`src/rtl/seq_decoder_3to8.sv`:
```
// rtl/seq_decoder_3to8.sv - registered 3-to-8 one-hot decoder with handshake and hold time; optional DECODER_PARITY_EN
module seq_decoder_3to8 #(
  parameter int HOLD_CYCLES = 4
) (
  input  logic       clk,
  input  logic       rst,
  input  logic       in_valid,
  input  logic [2:0] code,
  output logic       in_ready,
  output logic [7:0] y,
  output logic       y_valid,
  output logic       busy
`ifdef DECODER_PARITY_EN
  ,
  input  logic       par,
  output logic       err
`endif
);

  if (HOLD_CYCLES < 1 || HOLD_CYCLES > 255) begin : g_bad_hold
    $error("seq_decoder_3to8: HOLD_CYCLES must be in 1..255");
  end

  localparam logic [7:0] RELOAD = 8'(HOLD_CYCLES - 1);

  typedef enum logic {
    IDLE = 1'b0,
    HOLD = 1'b1
  } state_t;

  state_t     state, state_next;
  logic [7:0] cnt, cnt_next;
  logic [7:0] y_next;
  logic       accept;
  logic       load;

  // A new code may enter when idle or on the last cycle of a hold; reset blocks it.
  assign in_ready = !rst && (state == IDLE || cnt == 8'd0);
  assign accept   = in_valid && in_ready;

`ifdef DECODER_PARITY_EN
  logic par_ok;
  logic err_next;
  // {par,code} must carry odd parity for the code to be decoded.
  assign par_ok = ^{par, code};
  assign load   = accept && par_ok;
`else
  assign load   = accept;
`endif

  assign y_valid = |y;
  assign busy    = (state == HOLD);

  // Next-state, counter and output selection.
  always_comb begin
    state_next = state;
    cnt_next   = cnt;
    y_next     = y;
`ifdef DECODER_PARITY_EN
    err_next   = accept && !par_ok;
`endif
    case (state)
      IDLE: begin
        if (load) begin
          y_next     = 8'b1 << code;
          cnt_next   = RELOAD;
          state_next = HOLD;
        end
      end
      HOLD: begin
        if (cnt != 8'd0) begin
          cnt_next = cnt - 8'd1;
        end else if (load) begin
          y_next   = 8'b1 << code;
          cnt_next = RELOAD;
        end else begin
          y_next     = 8'h00;
          state_next = IDLE;
        end
      end
      default: begin
        y_next     = 8'h00;
        cnt_next   = 8'd0;
        state_next = IDLE;
      end
    endcase
  end

  // State, counter and registered outputs with synchronous reset.
  always_ff @(posedge clk) begin
    if (rst) begin
      state <= IDLE;
      cnt   <= 8'd0;
      y     <= 8'h00;
`ifdef DECODER_PARITY_EN
      err   <= 1'b0;
`endif
    end else begin
      state <= state_next;
      cnt   <= cnt_next;
      y     <= y_next;
`ifdef DECODER_PARITY_EN
      err   <= err_next;
`endif
    end
  end

endmodule

```
`config.mk`:
```
export PLATFORM = sky130hd
export DESIGN_NAME = seq_decoder_3to8
export DESIGN_NICKNAME = d
export VERILOG_FILES = /design/src/rtl/seq_decoder_3to8.sv
export SDC_FILE = /design/constraint.sdc
export NUM_CORES = 1
export LEC_CHECK = 0
export CAP_MARGIN = 20
export CORE_AREA = 5 5 46 48
export DETAILED_ROUTE_END_ITERATION = 6
export DIE_AREA = 0 0 51 53
export PLACE_DENSITY_LB_ADDON = 0.05
export SLEW_MARGIN = 10
export SYNTH_ARGS = -nofsm -noshare
export SYNTH_HDL_FRONTEND = slang
export SYNTH_SLANG_ARGS = --single-unit
```
`constraint.sdc`:
```
create_clock -name clk -period 2.8 [get_ports clk]
set_input_delay 0.28 -clock clk [delete_from_list [all_inputs] [get_ports clk]]
set_output_delay 0.28 -clock clk [all_outputs]
set_load 0.02 [all_outputs]
```
==> Implementation_results.wiki <==
{| class="wikitable"
! Metric !! Value
|-
| Post-detail-place hpwl || about 1300 um
|-
| Aggregate global-route resource usage || 14.6%
|-
| Worst setup SP type || register
|-
| Post-CTS Resized || 0
|-
| Vias || ~750
|-
| Switching Fraction || 31.2%
|-
| Post-CTS setup buffer count || 0
|-
| Unrepaired setup endpoints after global routing || false
|-
| Async set-or-reset flop fraction in the synthesized netlist || 0%
|-
| Number of filler instances in the final layout || 156
|-
| VDD IR-drop max || 0.342 mV
|-
| Kind of capture point of the worst setup path || primary output
|-
| Met3 WL || between 90 and 100 um
|-
| Minimum period implied by the final worst setup slack || 2420 ps
|-
| Detailed Routing Iterations Pass 1 || 4
|-
| Area of the core || 1670 um^2
|-
| Post-synthesis average cell area || between 8 and 9 um^2
|-
| Die outline height || 53 um
|-
| Stages on the worst setup path || 4
|-
| Max-slew violation total from the final report || 0
|-
| Ranking of synthesized cells by area || dfxtp_1 (43%), nor2_1 (4.7%), nor3_1 (4.4%), a32o_1 (3.8%), nand2_1 (3.8%)
|-
| Global-route wire length before repair || 2990 um
|-
| I/O pin total || 17
|-
| CTS Buf Count || 3
|-
| Reg clk slew, reported paths || between 100 and 150 ps
|-
| Worst reg-to-reg path cell count || 5
|-
| TritonCTS clock tree || built
|-
| Total Neg Setup Slack || 0 ps
|-
| Share of post-route cells with drive strength above 1 || 8.11%
|-
| Internal power component || 0.363 mW
|-
| Final-stage net count || ~120
|-
| Count of distinct cell types in the synthesized netlist || 33
|-
| Worst hold-check path type || reg -> reg
|-
| Worst-Margin Slew || 513 ps
|-
| Insertion delay of the later-clocked pin in the worst-skew pair || 290 ps
|-
| Leading cell type by number of instances after synthesis || dfxtp_1
|-
| Clock root cell || clkbuf_4
|-
| Most numerous cell types in the synthesized netlist || dfxtp_1 (17), nor2_1 (10), nand2_1 (8)
|-
| Arrival time of data at the critical path endpoint || ~2100 ps
|-
| Highest clock rate || 0.413 GHz
|-
| Cell count after synthesis || 92
|-
| Number of global-route vias before repair || 677
|-
| Highest metal layer with signal wires || met4
|-
| GRT overflow || 0
|-
| Ys flop type || dfxtp_1
|-
| Number of synthesized register bits || 17
|-
| Number of enable flip-flop cells after synthesis || 0
|-
| Growth of design area from synthesis to finish || 26.3%
|-
| GP Congestion || 0.870
|-
| Leakage power summed over all cells || 0.380 nW
|-
| Result of the run || finished, final reports clean
|-
| ANT nets after route || 0
|-
| Worst slew margin relative to its limit || roughly 66%
|-
| Final routed wire length divided by cell count || roughly 14 um
|-
| Sequential power share || 50.8%
|-
| Buffer levels on the longest clock path || 2
|-
| Fin util || 60.1%
|-
| Number of buffers inserted by hold repair at cts || 0
|-
| Kind of cell adding the most delay to the critical path || simple AND/OR/NAND/NOR gates
|-
| Largest net degree at the start of global routing || 15
|-
| Total count of hold-check failures in the final report || 0
|-
| Min-Delay Path Depth || 2
|-
| Slowest library cell on the worst path || clkdlybuf4s50_1
|-
| Switching component of the power || ~0.16 mW
|-
| Routed length on met2 || 778 um
|-
| Vias per inst || 5.89
|-
| Critical Path Max Stage Delay || 610 ps
|-
| Starting utilization of the core area || between 40% and 50%
|-
| # setup viols final || 0
|-
| Routed met1 length || 906 um
|-
| Placement Rows || 15
|-
| Seq/Total Area, Yosys || between 40 and 50%
|-
| Final worst path period share || 86.4%
|-
| Die X || 51 um
|-
| Worst clock skew on the final layout || roughly 9.5 ps
|-
| Number of diodes added for antenna fixing || 0
|-
| Cell type with the largest total area after synthesis || dfxtp_1
|-
| Crit path buffers/inverters || 1
|-
| # port buffers || 16
|-
| Total clock sinks || 17
|-
| Synthesized net count || between 90 and 100
|-
| Endpoint required time on the critical path || 2520 ps
|-
| Yosys top cell area share || 42.8%
|-
| Die area || ~2700 um^2
|-
| Aggregate routed wire length || ~1800 um
|-
| Logic gate share of total power || 22.9%
|-
| Kind of critical path || reg -> out
|-
| Cell breakdown of the critical path || nor4_1 > a31oi_1 > nor2_1 > clkdlybuf4s50_1
|-
| Post-synthesis instance area || 795 um^2
|-
| Number of DRC markers in iteration 0 || 21
|-
| Maximum capacitance violations || 0
|-
| H-tree lvl count || 1
|-
| Antenna violations before repair || 0
|-
| Power Density || 525 nW/um^2
|-
| Synthesis warning total || 0
|-
| Post-route DRC || 0
|-
| CP Max Fanout || 5
|-
| Clock network power share || a little over a quarter
|}
## sequential cells by signal, indices dropped and copies added (netlist names)
| register | flops |
|---|---|
| cnt | 8 |
| busy | 1 |
| y | 8 |
## cell usage in the layout, fill, tap and decap left out, types with 2 or more instances in the layout
cell	count
a211oi_1	3
a22o_1	2
a31oi_1	2
a32o_1	3
buf_4	2
clkbuf_4	3
clkdlybuf4s50_1	16
dfxtp_1	17
inv_1	4
nand2_1	8
nand2b_1	3
nand3_1	4
nor2_1	10
nor2b_1	2
nor3_1	7
nor4_1	3
o21ai_0	2
or3_1	4
## final cells by class
cell class	count	area [um^2]	area share, %
timing repair buffer	18	175	17.5
tap	17	21.3	2.12
clock inverter	1	7.51	0.748
inverter	4	15.0	1.50
clock buffer	3	22.5	2.24
multi-input combinational	68	422	42.0
sequential	17	340	33.9
## kinds of logic after synthesis
group	Yosys count	synth area share (%)
buffers and inverters	7	4.09
XOR/XNOR	1	1.10
AO/OA/AOI/OAI	18	17.8
adder cells (fa/ha/maj)	1	1.57
AND/OR/NAND/NOR	47	31.3
multiplexers	1	1.26
flip-flops	17	42.8
## final timing paths
check                    startpoint                 to  slack, ps
hold / removal    y[5]$_SDFFE_PP0P_  y[5]$_SDFFE_PP0P_        490
hold reg to reg   y[5]$_SDFFE_PP0P_  y[5]$_SDFFE_PP0P_        490
setup / recovery  cnt[5]$_SDFF_PP0_           in_ready        380
setup reg to reg  cnt[5]$_SDFF_PP0_  cnt[5]$_SDFF_PP0_        950
## power groups by stage
stage                     sequential (mW)  clock, mW  combinational, mW
after floorplan                     0.276          0             0.0713
after global placement              0.272          0              0.118
after detailed placement            0.273          0              0.120
after CTS                           0.267      0.141              0.120
after global routing                0.270      0.150              0.132
final                               0.268      0.139              0.121
## per-layer routing
metal	up-vias	track usage, %
li1	383	-
met1	349	20.2
met2	20	21.9
met3	2	3.38
met4	0	5.38
met5	-	0
## tightest hold or removal path, cell delays in order, from the launching register on
cell and delay, ps:
dfxtp_1 340, nand2_1 60, o31ai_1 60
## through the flow
| step | area (um^2) | setup WS [ps] | total power [mW] | instances | hold WS [ps] |
|---|---|---|---|---|---|
| after global placement | 973 | 759 | 0.390 | 124 | 475 |
| after detailed placement | 973 | 737 | 0.393 | 124 | 472 |
| after floorplan | 795 | 1080 | 0.347 | 92 | 381 |
| after CTS | 1000 | 393 | 0.528 | 128 | 494 |
| after global routing | 1000 | 252 | 0.553 | 128 | 527 |
| final | 1000 | 381 | 0.527 | 128 | 493 |
Note: power is estimated with default switching activity, not from simulation.
